===== config.mk =====
export PLATFORM = sky130hd
export DESIGN_NAME = dg0045_ram_arbiter
export DESIGN_NICKNAME = d
export VERILOG_FILES = /design/src/rtl/dg0045_ram_arbiter.sv
export SDC_FILE = /design/constraint.sdc
export NUM_CORES = 1
export LEC_CHECK = 0
export ABC_CLOCK_PERIOD_IN_PS = 5300
export BUFFER_PORTS_ARGS = -buffer_cell sky130_fd_sc_hd__buf_2
export CAP_MARGIN = 20
export CORE_UTILIZATION = 60
export DETAILED_ROUTE_END_ITERATION = 12
export PLACE_DENSITY = 0.76
export SYNTH_ARGS = -nofsm -noshare
export SYNTH_HDL_FRONTEND = slang
export SYNTH_SLANG_ARGS = --single-unit

===== constraint.sdc =====
create_clock -name clk -period 5.3 [get_ports clk]
set_clock_uncertainty 0.2 [all_clocks]
set_input_delay 0.265 -clock clk [delete_from_list [all_inputs] [get_ports clk]]
set_output_delay 0.265 -clock clk [all_outputs]
set_load 0.05 [all_outputs]

===== src/rtl/dg0045_ram_arbiter.sv =====
// DG0045 data RAM (64x4) shared between the core datapath and a host debug port.
// The host gets a two-clock slot per 8-clock machine cycle; the core always has write priority.
module dg0045_ram_arbiter #(
   parameter int unsigned ADDR_W     = 6,
   parameter int unsigned DATA_W     = 4,
   parameter int unsigned SLOT_PHASE = 0
) (
   input  logic              clk,
   input  logic              rst,
   input  logic [2:0]        core_phase,
   input  logic [ADDR_W-1:0] core_addr,
   input  logic [DATA_W-1:0] core_din,
   input  logic              core_we,
   output logic [DATA_W-1:0] core_dout,
   input  logic              host_req,
   input  logic              host_we,
   input  logic [ADDR_W-1:0] host_addr,
   input  logic [DATA_W-1:0] host_din,
   output logic              host_gnt,
   output logic              host_done,
   output logic [DATA_W-1:0] host_dout,
   output logic              host_busy,
   output logic [3:0]        conflict_cnt
);

   localparam int unsigned DEPTH    = 1 << ADDR_W;
   localparam logic [2:0]  SLOT_PRE = 3'((SLOT_PHASE + 7) % 8);

   typedef enum logic [2:0] {
      IDLE,
      WAIT_SLOT,
      ACC1,
      ACC2,
      DONE
   } state_t;

   state_t              state;
   state_t              state_nxt;

   logic [DATA_W-1:0]   mem [0:DEPTH-1];

   logic                h_we;
   logic [ADDR_W-1:0]   h_addr;
   logic [DATA_W-1:0]   h_din;

   logic [ADDR_W-1:0]   mux_addr;
   logic                latch_req;
   logic                conflict;
   logic                host_wr;
   logic                host_rd;

   always_ff @(posedge clk) begin
      if (rst) state <= IDLE;
      else     state <= state_nxt;
   end

   always_comb begin
      state_nxt = state;
      host_gnt  = 1'b0;
      host_done = 1'b0;
      host_busy = 1'b1;
      latch_req = 1'b0;
      conflict  = 1'b0;
      case (state)
         IDLE: begin
            host_busy = 1'b0;
            if (host_req) begin
               latch_req = 1'b1;
               state_nxt = (core_phase == SLOT_PRE) ? ACC1 : WAIT_SLOT;
            end
         end
         WAIT_SLOT: begin
            if (core_phase == SLOT_PRE) state_nxt = ACC1;
         end
         ACC1, ACC2: begin
            host_gnt = 1'b1;
            // A core write anywhere in the slot aborts it; retry at the next slot.
            if (core_we) begin
               conflict  = 1'b1;
               state_nxt = WAIT_SLOT;
            end else begin
               state_nxt = (state == ACC1) ? ACC2 : DONE;
            end
         end
         DONE: begin
            host_done = 1'b1;
            state_nxt = IDLE;
         end
         default: begin
            host_busy = 1'b0;
            state_nxt = IDLE;
         end
      endcase
   end

   assign mux_addr  = host_gnt ? h_addr : core_addr;
   assign core_dout = mem[mux_addr];

   assign host_wr = (state == ACC1) &&  h_we && !core_we && !rst;
   assign host_rd = (state == ACC1) && !h_we && !core_we;

   // Core writes bypass the address mux so they land even during a host slot.
   always_ff @(posedge clk) begin
      if (core_we)      mem[core_addr] <= core_din;
      else if (host_wr) mem[h_addr]    <= h_din;
   end

   always_ff @(posedge clk) begin
      if (rst) begin
         h_we         <= 1'b0;
         h_addr       <= '0;
         h_din        <= '0;
         host_dout    <= '0;
         conflict_cnt <= '0;
      end else begin
         if (latch_req) begin
            h_we   <= host_we;
            h_addr <= host_addr;
            h_din  <= host_din;
         end
         if (host_rd) host_dout <= mem[h_addr];
         if (conflict && (conflict_cnt != '1)) conflict_cnt <= conflict_cnt + 4'd1;
      end
   end

endmodule


==> metrics.md <==
| Metric | Value |
|---|---|
| Run status | `finished, final reports clean` |
| # H-tree levels | `1` |
| Area growth from synthesis to layout | `11.4%` |
| Port Buf Inserts | `42` |
| Share of the clock period used by the worst path after layout | `0.904` |
| Final Non-Filler Cells | `between 1500 and 2000` |
| Setup total negative slack | `0 ns` |
| Wire length of the first global-routing pass | `between 60000 and 70000 µm` |
| Maximum vdd drop | `~0.30 mV` |
| Cell variety after synth | `52` |
| RSZ-0062 raised after global routing | `no` |
| Number of nets in the finished design | `about 1300` |
| Maximum number of buffers from clock root to sink | `3` |
| Clock-pin slew of the registers on the worst-case setup and hold paths | `~0.060 ns` |
| CTS tree | `yes` |
| Clock network latency to the later pin of the worst-skew pair | `approximately 0.56 ns` |
| Half-perimeter wire length after placement | `between 20000 and 30000 µm` |
| Core outline area | `22900 µm²` |
| Sequential area share after synthesis | `0.572` |
| CP bufs+invs | `2` |
| Total I/O pin count | `43` |
| Via count | `~11000` |
| Critical path startpoint category | `register` |
| Max incr delay on CP | `0.71 ns` |
| Number of antenna violations at the first check in global routing | `0` |
| Pin count of the biggest net entering global routing | `79` |
| Reg area | `just over 8000 µm²` |
| Number of buffers added by the clock tree synthesis step | `27` |
| Per-cell via count in the routed design | `~7` |
| Post-route minimum period | `approximately 4.8 ns` |
| Post-detailed-route DRC marker count | `0` |
| Slew margin rel. | `0.161` |
| Placer congestion estimate | `0.998` |
| Count of mapped cells out of synthesis | `1191` |
| Maximum frequency from static timing analysis | `0.209 GHz` |
| Number of hold violations in the final report | `0` |
| Max Cap Viol | `0` |
| Share of Yosys cell area claimed by the top area cell type | `0.541` |
| Leading register cell type out of synthesis | `sky130_fd_sc_hd__edfxtp_1` |
| Vias in the first global route | `a little over 10000` |
| Vert. Die Dim | `156 µm` |
| Net count after synthesis | `between 1000 and 1500` |
| Max-slew violation count | `0` |
| Critical-path maximum fanout | `45` |
| Most repeated cell in the gate-level netlist after synthesis | `sky130_fd_sc_hd__edfxtp_1` |
| Critical path capture point type | `output pin` |
| Detailed Routing Iterations Pass 1 | `5` |
| YS warnings | `0` |
| Top Family by Delay on Critical Path | `simple AND/OR/NAND/NOR gates` |
| Proportion of layout cells with a drive suffix above 1 | `0.151` |
| DRT antenna net count | `0` |
| Seq cells post-synth | `278` |
| Clock sinks | `between 200 and 300` |
| Post-CTS resize count | `0` |
| Total Routing Usage GR | `0.372` |
| Critical path start-end classification | `register to output pin` |
| Antenna diode count | `0` |
| Dominant cells by area after synthesis | `sky130_fd_sc_hd__edfxtp_1, sky130_fd_sc_hd__mux4_2, sky130_fd_sc_hd__a211oi_1, sky130_fd_sc_hd__nand2_1, sky130_fd_sc_hd__mux2i_1` |
| Syn Area/Cell | `between 10 and 15 µm²` |
| Floorplan row count | `55` |
| Yosys top cell by area | `sky130_fd_sc_hd__edfxtp_1` |
| Most frequent cells after synthesis | `sky130_fd_sc_hd__edfxtp_1, sky130_fd_sc_hd__nand2_1, sky130_fd_sc_hd__a211oi_1` |
| Ordered cell list for the critical path | `nand2b_2, buf_4, mux2i_1, o311ai_0, nor4_1, a31oi_1, nand4_1, buf_2` |
| Power per standard cell area | `just over 300 nW/µm²` |
| Netlist area before placement | `roughly 14000 µm²` |
| CP max stage cell | `sky130_fd_sc_hd__mux2i_1` |
| Required @ worst endpoint | `about 4.8 ns` |
| Post-Route WL | `about 44000 µm` |
| Leakage power | `roughly 0.0053 µW` |
| Average wire per cell in the routed design | `28.6 µm` |
| Count of final setup violators | `0` |
| Starting Density | `0.620` |
| Number of enable-type register cells in the synthesized netlist | `256` |
| Area of the die | `about 24000 µm²` |
| Global-route congestion overflow total | `0` |
| Area used by multi-input combinational logic | `5520 µm²` |
| Filler cell count | `roughly 1600` |
| Slew @ Worst Pin | `around 1.2 ns` |
| Clock root cell | `sky130_fd_sc_hd__clkbuf_16` |
| Arrival time of data at the critical path endpoint | `4.33 ns` |
| Placed instance count | `roughly 1500` |
| FFs w/ async S/R, synth | `0` |
| DRC marker count from the first detailed-route iteration | `1633` |
| Die outline width | `156 µm` |
| Worst min-delay path category | `register to register` |
[cell usage in the layout, fill, tap and decap left out, types with 30 or more instances in the layout]
master,instances
sky130_fd_sc_hd__a211oi_1,108
sky130_fd_sc_hd__a21oi_1,71
sky130_fd_sc_hd__buf_2,42
sky130_fd_sc_hd__dlygate4sd3_1,30
sky130_fd_sc_hd__inv_1,57
sky130_fd_sc_hd__nand2_1,175
sky130_fd_sc_hd__mux2i_1,45
sky130_fd_sc_hd__edfxtp_1,256
sky130_fd_sc_hd__mux4_2,56
sky130_fd_sc_hd__nor2_1,81
[flip-flops by register name, summed over array words and instances (netlist names)]
register	cells
state	3
mem	256
h_addr	6
conflict_cnt	4
h_din	4
host_dout	4
h_we	1
[layer usage]
metal	vias up	share of wire	GRT usage
met2	844	0.44	0.556
met1	5398	0.39	0.537
met3	135	0.12	0.0775
li1	4651	-	-
met5	-	0	0
met4	0	0.045	0.150
[cell families (layout without fill, tap and decap cells)]
kind of cell    after synthesis  in the layout  synth area share
buf+inv                     150            201            0.0419
fa+ha+maj                     1              1          0.000880
flops                       278            278             0.572
xor+xnor                      2              2           0.00123
mux                         115            115             0.132
simple gates                361            361             0.114
compound gates              284            284             0.138
[where the power goes]
part	internal (µW)	switching [µW]	total, µW
clock	1080	815	1900
combinational	173	345	518
sequential	2410	37.5	2450
[layout make-up]
cell class | instances | share of cell area
multi-input combinational | 763 | 0.349
sequential | 278 | 0.514
clock inverter | 14 | 0.00869
timing repair buffer | 94 | 0.0438
clock buffer | 36 | 0.0467
tap | 313 | 0.0247
inverter | 57 | 0.0135
[metrics by stage]
step	hold WS [ns]	util	worst slack [ns]	power, µW	cell area [µm²]
global route	0.360	0.691	0.365	4980	15800
floorplan	0.142	-	2.45	2800	14200
CTS	0.319	0.690	0.603	4860	15800
finish	0.341	0.691	0.509	4870	15800
global placement	0.240	0.639	1.22	2970	14600
detailed placement	0.248	0.639	1.19	2970	14600
[worst min-delay path: stages, from the launching register on]
cell	delay, ns
sky130_fd_sc_hd__dfxtp_1	0.35
sky130_fd_sc_hd__a21oi_1	0.08
sky130_fd_sc_hd__nand3_1	0.07
[path summary, 6_finish.rpt]
check / slack [ns] / cells after the start / endpoint / from
max: 0.51 / 8 / core_dout[3] / state[2]
min: 0.34 / 2 / host_dout[2] / host_dout[2]
max reg2reg: 1.30 / 5 / mem[12][2] / state[1]
min reg2reg: 0.34 / 2 / host_dout[2] / host_dout[2]
[timing repair]
action / CTS / global route
setup buffers: 0 / 0
hold endpoints to repair: 18 / 0
setup endpoints to repair: 0 / 0
hold buffers: 30 / 0
Power figures use the tool's default switching activity.
